### src/rtl/core_pkg.sv
// Shared encodings for the RV32I pipelined core.
package core_pkg;

  // Branch condition selects carried in funct3.
  localparam logic [2:0] F3_BEQ = 3'b000;
  localparam logic [2:0] F3_BNE = 3'b001;
  localparam logic [2:0] F3_BLT = 3'b100;
  localparam logic [2:0] F3_BGE = 3'b101;

  // Writeback select encodings.
  localparam logic [1:0] RES_ALU = 2'b00;
  localparam logic [1:0] RES_MEM = 2'b01;
  localparam logic [1:0] RES_PC4 = 2'b10;

  // EX/MEM boundary control state.
  typedef enum logic {
    ST_RUN  = 1'b0,
    ST_KILL = 1'b1
  } exmem_state_e;

endpackage

### src/rtl/ex_mem_stage_branch_cond.sv
// Combinational branch/jump resolution from ALU outputs.
// blt/bge rely on the ALU having computed slt, so bit 0 is the compare.
module branch_cond
  import core_pkg::*;
(
  input  logic [2:0] funct3_i,
  input  logic       alu_zero_i,
  input  logic       alu_lsb_i,
  input  logic       branch_i,
  input  logic       jump_i,
  output logic       taken_o
);

  logic cond;

  // Condition select; bltu/bgeu and reserved codes never take.
  always_comb begin
    cond = 1'b0;
    case (funct3_i)
      F3_BEQ:  cond = alu_zero_i;
      F3_BNE:  cond = !alu_zero_i;
      F3_BLT:  cond = alu_lsb_i;
      F3_BGE:  cond = !alu_lsb_i;
      default: cond = 1'b0;
    endcase
  end

  assign taken_o = jump_i || (branch_i && cond);

endmodule

### src/rtl/ex_mem_stage.sv
// EX/MEM pipeline register with branch resolution, fetch redirect and
// wrong-path squash of the next KILL_SLOTS accepted beats.
module ex_mem_stage
  import core_pkg::*;
#(
  parameter int KILL_SLOTS = 2,
  parameter int XLEN       = 32
) (
  input  logic            clk,
  input  logic            reset,
  input  logic            ex_valid,
  output logic            ex_ready,
  input  logic [XLEN-1:0] alu_result,
  input  logic            alu_zero,
  input  logic [2:0]      ex_funct3,
  input  logic            ex_branch,
  input  logic            ex_jump,
  input  logic            ex_regwrite,
  input  logic            ex_memwrite,
  input  logic [1:0]      ex_resultsrc,
  input  logic [XLEN-1:0] ex_writedata,
  input  logic [4:0]      ex_rd,
  input  logic [XLEN-1:0] ex_pcplus4,
  input  logic [XLEN-1:0] ex_pctarget,
  output logic            mem_valid,
  input  logic            mem_ready,
  output logic [XLEN-1:0] mem_aluresult,
  output logic [XLEN-1:0] mem_writedata,
  output logic [4:0]      mem_rd,
  output logic            mem_regwrite,
  output logic            mem_memwrite,
  output logic [1:0]      mem_resultsrc,
  output logic [XLEN-1:0] mem_pcplus4,
  output logic            redirect_valid,
  output logic [XLEN-1:0] redirect_pc
);

  localparam logic [2:0] KILL_INIT = 3'(KILL_SLOTS);

  exmem_state_e    state_q, state_d;
  logic [2:0]      kill_cnt_q, kill_cnt_d;
  logic            mem_valid_q, mem_valid_d;
  logic [XLEN-1:0] aluresult_q, aluresult_d;
  logic [XLEN-1:0] writedata_q, writedata_d;
  logic [4:0]      rd_q, rd_d;
  logic            regwrite_q, regwrite_d;
  logic            memwrite_q, memwrite_d;
  logic [1:0]      resultsrc_q, resultsrc_d;
  logic [XLEN-1:0] pcplus4_q, pcplus4_d;
  logic            redir_vld_q, redir_vld_d;
  logic [XLEN-1:0] redir_pc_q, redir_pc_d;

  logic taken;
  logic accept;

  branch_cond u_branch_cond (
    .funct3_i   (ex_funct3),
    .alu_zero_i (alu_zero),
    .alu_lsb_i  (alu_result[0]),
    .branch_i   (ex_branch),
    .jump_i     (ex_jump),
    .taken_o    (taken)
  );

  assign ex_ready = !mem_valid_q || mem_ready;
  assign accept   = ex_valid && ex_ready;

  // Next-state: load, squash or drain the boundary register; arm the kill window.
  always_comb begin
    state_d     = state_q;
    kill_cnt_d  = kill_cnt_q;
    mem_valid_d = mem_valid_q;
    aluresult_d = aluresult_q;
    writedata_d = writedata_q;
    rd_d        = rd_q;
    regwrite_d  = regwrite_q;
    memwrite_d  = memwrite_q;
    resultsrc_d = resultsrc_q;
    pcplus4_d   = pcplus4_q;
    redir_vld_d = 1'b0;
    redir_pc_d  = redir_pc_q;

    case (state_q)
      ST_RUN: begin
        if (accept) begin
          mem_valid_d = 1'b1;
          aluresult_d = alu_result;
          writedata_d = ex_writedata;
          rd_d        = ex_rd;
          regwrite_d  = ex_regwrite;
          memwrite_d  = ex_memwrite;
          resultsrc_d = ex_resultsrc;
          pcplus4_d   = ex_pcplus4;
          if (taken) begin
            redir_vld_d = 1'b1;
            redir_pc_d  = ex_pctarget;
            kill_cnt_d  = KILL_INIT;
            state_d     = ST_KILL;
          end
        end else if (mem_ready) begin
          mem_valid_d = 1'b0;
        end
      end
      ST_KILL: begin
        // A squashed beat still frees the register if downstream drained.
        if (accept) begin
          mem_valid_d = 1'b0;
          kill_cnt_d  = kill_cnt_q - 3'd1;
          if (kill_cnt_q == 3'd1) state_d = ST_RUN;
        end else if (mem_ready) begin
          mem_valid_d = 1'b0;
        end
      end
      default: state_d = ST_RUN;
    endcase
  end

  // State and boundary registers; reset discards any stall or kill in flight.
  always_ff @(posedge clk) begin
    if (reset) begin
      state_q     <= ST_RUN;
      kill_cnt_q  <= '0;
      mem_valid_q <= 1'b0;
      aluresult_q <= '0;
      writedata_q <= '0;
      rd_q        <= '0;
      regwrite_q  <= 1'b0;
      memwrite_q  <= 1'b0;
      resultsrc_q <= '0;
      pcplus4_q   <= '0;
      redir_vld_q <= 1'b0;
      redir_pc_q  <= '0;
    end else begin
      state_q     <= state_d;
      kill_cnt_q  <= kill_cnt_d;
      mem_valid_q <= mem_valid_d;
      aluresult_q <= aluresult_d;
      writedata_q <= writedata_d;
      rd_q        <= rd_d;
      regwrite_q  <= regwrite_d;
      memwrite_q  <= memwrite_d;
      resultsrc_q <= resultsrc_d;
      pcplus4_q   <= pcplus4_d;
      redir_vld_q <= redir_vld_d;
      redir_pc_q  <= redir_pc_d;
    end
  end

  assign mem_valid      = mem_valid_q;
  assign mem_aluresult  = aluresult_q;
  assign mem_writedata  = writedata_q;
  assign mem_rd         = rd_q;
  assign mem_regwrite   = regwrite_q;
  assign mem_memwrite   = memwrite_q;
  assign mem_resultsrc  = resultsrc_q;
  assign mem_pcplus4    = pcplus4_q;
  assign redirect_valid = redir_vld_q;
  assign redirect_pc    = redir_pc_q;

endmodule

### config.mk
export PLATFORM = sky130hd
export DESIGN_NAME = ex_mem_stage
export DESIGN_NICKNAME = d
export VERILOG_FILES = /design/src/rtl/core_pkg.sv /design/src/rtl/ex_mem_stage_branch_cond.sv /design/src/rtl/ex_mem_stage.sv
export SDC_FILE = /design/constraint.sdc
export NUM_CORES = 1
export LEC_CHECK = 0
export BUFFER_PORTS_ARGS = -buffer_cell sky130_fd_sc_hd__buf_2
export CAP_MARGIN = 20
export CORE_UTILIZATION = 44
export CTS_CLUSTER_DIAMETER = 60
export DETAILED_ROUTE_END_ITERATION = 10
export GPL_ROUTABILITY_DRIVEN = 0
export GPL_TIMING_DRIVEN = 0
export PLACE_DENSITY = 0.79
export SLEW_MARGIN = 10
export SYNTH_ARGS = -nofsm -noshare
export SYNTH_HDL_FRONTEND = slang
export SYNTH_HIERARCHICAL = 1
export SYNTH_SLANG_ARGS = --single-unit
### constraint.sdc
create_clock -name clk -period 2.1 [get_ports clk]
set_input_delay 0.42 -clock clk [delete_from_list [all_inputs] [get_ports clk]]
set_output_delay 0.42 -clock clk [all_outputs]
set_load 0.05 [all_outputs]
==> metrics.cfg <==
[logic_synthesis]
avgSynthCellArea_um2 = 8.96
synth_cells = 587
synth_seq_cells = 143
yosysWarnings = 6
ys_seq_area_share_pct = 54.4
synth_area_mm2 = 0.00526
ys_types = 30
syn_nets = 736

[clocking]
clockBufferDepth = 2
htree_levels = 4
cts_tree = built
post_cts_buffers = 0
cts_buffers = 17
cts_hold_buffers = 0
cts_root_buf = clkbuf_16
insertion_delay_ns = 0.40
cts_resized = 3
cts_sinks = 143
path_clk_slew_ns = 0.06

[finish]
drive_above_1_share_pct = 38.1
final_common_cell = buf_2
layout_common_cells = buf_2, dfxtp_1, a21oi_1
syn2layout_area_growth_pct = 41.4
diodes = 0
nNetsFinal = 1039

[timing]
fmax_mhz = 518
fin_crit_sh_pct = 92.0
maxSlewHeadroom_pct = 52.9
hold_slack_ns = 0.233
grt_setup_unrepaired = no
drv_slew = 0
finalHoldViolCount = 0
skew_ns = 0.00586
setup-tns-final_ns = 0
fin_crit_ns = 1.93
worstMarginPinSlew_ns = 0.707
setup_viol = 0

[route]
drt-total-wl_um = 16600
first_pass_iters = 8
wl_per_cell_um = 15.9
initialDrtViolationCount = 543
drc_errors = 40
postRouteAntennaNets = 0
detail_route.vias_per_cell = 5.45
num_vias = 5692

[floorplan]
rows = 39
die_y_um = 111
io_pins = 287
initial_utilization_pct = 45.7
die_area_mm2 = 0.0124
core_mm2 = 0.0115
die_w_um = 111

[setup_path]
endpoint_kind = output port
rr_endpoint = mem_writedata[7]
crit_path_start_kind = register
critPathKind = register to output port
crit_arrival_ns = 1.51
r2r_start = state_q
ff2ff_setup_slack_ns = 0.33
worstRegToRegCells = 5
crit_required_ns = 1.68
critPathMaxFanout = 21

[pwr]
switching_power_mw = 2.28
leakage_nw = 3.48
pwr-share-seq_pct = 40.2
p_clk_share_pct = 38.8
p_int_mw = 5.16
vdd_drop_max_uv = 795
switching_share_pct = 30.6
powerDensity_mw_per_mm2 = 1000
power.share.combinational_pct = 21.0

[min_path]
worstHoldPathType = primary input to register
hold_path_end = redirect_pc[26]
min_from = ex_pctarget[26]
holdPathStages = 2

[place]
portBuffers = 286
hpwl_um = 12000

[global_route]
grt_pass1_wl_um = 26300
grt_overflow_total = 0
track_usage_pct = 26.8
antenna_found_initial = 0
grt_max_degree = 22
grt_pass1_vias = 5244

[flow_run]
cap_violations = 0

[outcome]
violations = design-rule violations
status = complete, but fails checks

## final cells by class
| class | count | area, µm² |
|---|---|---|
| fillers | 1058 | 4080 |
| flip-flops and latches | 143 | 2860 |
| multi-input cells | 372 | 2050 |
| repair buffers | 286 | 1430 |
| clock buffers | 25 | 485 |
| plain buffers | 64 | 314 |
| well taps | 143 | 179 |
| clock inverters | 6 | 82.6 |
| inverters | 6 | 25.0 |
## through the flow
stage / std cells / instance area [µm²] / total power, mW / util [%] / setup WS (ns)
4_1_cts: 1045 / 7430 / 7.47 / 64.6 / 0.156
3_3_place_gp: 1016 / 6870 / 4.58 / 59.6 / 0.0305
3_5_place_dp: 1016 / 6870 / 4.60 / 59.6 / 0.000404
2_1_floorplan: 587 / 5260 / 4.13 / - / 0.276
6_report: 1045 / 7430 / 7.44 / 64.6 / 0.169
5_1_grt: 1045 / 7430 / 7.74 / 64.6 / 0.0822
## state kept, by name, summed over array words and instances, names as in the netlist
name / flops
state_q: 1
kill_cnt_q: 3
redirect_valid: 1
mem_regwrite: 1
mem_rd: 5
mem_pcplus4: 32
redirect_pc: 32
mem_writedata: 32
mem_valid: 1
mem_aluresult: 32
mem_resultsrc: 2
mem_memwrite: 1
## cells in the mapped netlist
cell / n / area (µm²)
inv_2: 1 / 3.75
nor2_1: 3 / 11.3
a221oi_2: 1 / 15.0
and3_1: 1 / 6.26
buf_6: 4 / 45.0
a22o_1: 33 / 289
a21oi_1: 106 / 531
dfxtp_1: 143 / 2860
a31oi_2: 1 / 12.5
clkbuf_1: 35 / 131
inv_1: 5 / 18.8
or3_1: 1 / 6.26
nand2b_1: 1 / 6.26
xnor2_1: 1 / 8.76
a31oi_1: 1 / 6.26
nand4b_1: 1 / 8.76
nand3_1: 105 / 526
or4_1: 1 / 7.51
o31ai_1: 1 / 7.51
nand3b_1: 1 / 7.51
a31o_1: 2 / 17.5
nand2_1: 1 / 3.75
and4_1: 1 / 8.76
ha_1: 2 / 25.0
nor2b_1: 2 / 12.5
o21ai_0: 94 / 470
buf_2: 23 / 115
buf_4: 4 / 30.0
mux2i_1: 1 / 10.0
o21ai_1: 11 / 55.1
## worst max-delay path, stage by stage (launching register included)
cell and delay [ns]:
dfxtp_1 0.30, nor2b_1 0.12, buf_4 0.19, inv_4 0.23, buf_4 0.25
## power groups by stage
stage	Clock, mW	Sequential (mW)	Combinational (mW)
2_1_floorplan	0	3.68	0.452
3_3_place_gp	0	3.04	1.55
3_5_place_dp	0	3.05	1.55
4_1_cts	2.92	2.99	1.56
5_1_grt	3.08	3.01	1.66
6_report	2.89	2.99	1.56
## worst max-delay path by stage
| stage | from | to | slack (ns) | cells past startpoint |
|---|---|---|---|---|
| after global routing | mem_valid | ex_ready | 0.08 | 4 |
| after global placement | mem_ready | ex_ready | 0.03 | 7 |
| final | mem_valid | ex_ready | 0.17 | 4 |
| after floorplan | mem_valid | ex_ready | 0.28 | 5 |
| after detailed placement | mem_ready | ex_ready | 0.0004 | 7 |
| after CTS | mem_valid | ex_ready | 0.16 | 4 |
## layer usage
layer / track usage, % / vias to the layer above / share of wire, %
li1: - / 2732 / -
met1: 31.9 / 2676 / 41
met2: 46.3 / 255 / 50
met3: 7.16 / 29 / 7.1
met4: 9.64 / 0 / 2.2
met5: 0 / - / 0
## cell families (layout without fill, tap and decap cells)
family,after synthesis,after routing,share of synthesized area [%]
AO/OA/AOI/OAI,250,250,26.7
flip-flops,143,143,54.4
AND/OR/NAND/NOR,118,118,11.5
buffers and inverters,72,387,6.54
adder cells (fa/ha/maj),2,2,0.476
XOR/XNOR,1,1,0.167
multiplexers,1,1,0.190
Power figures use the tool's default switching activity.
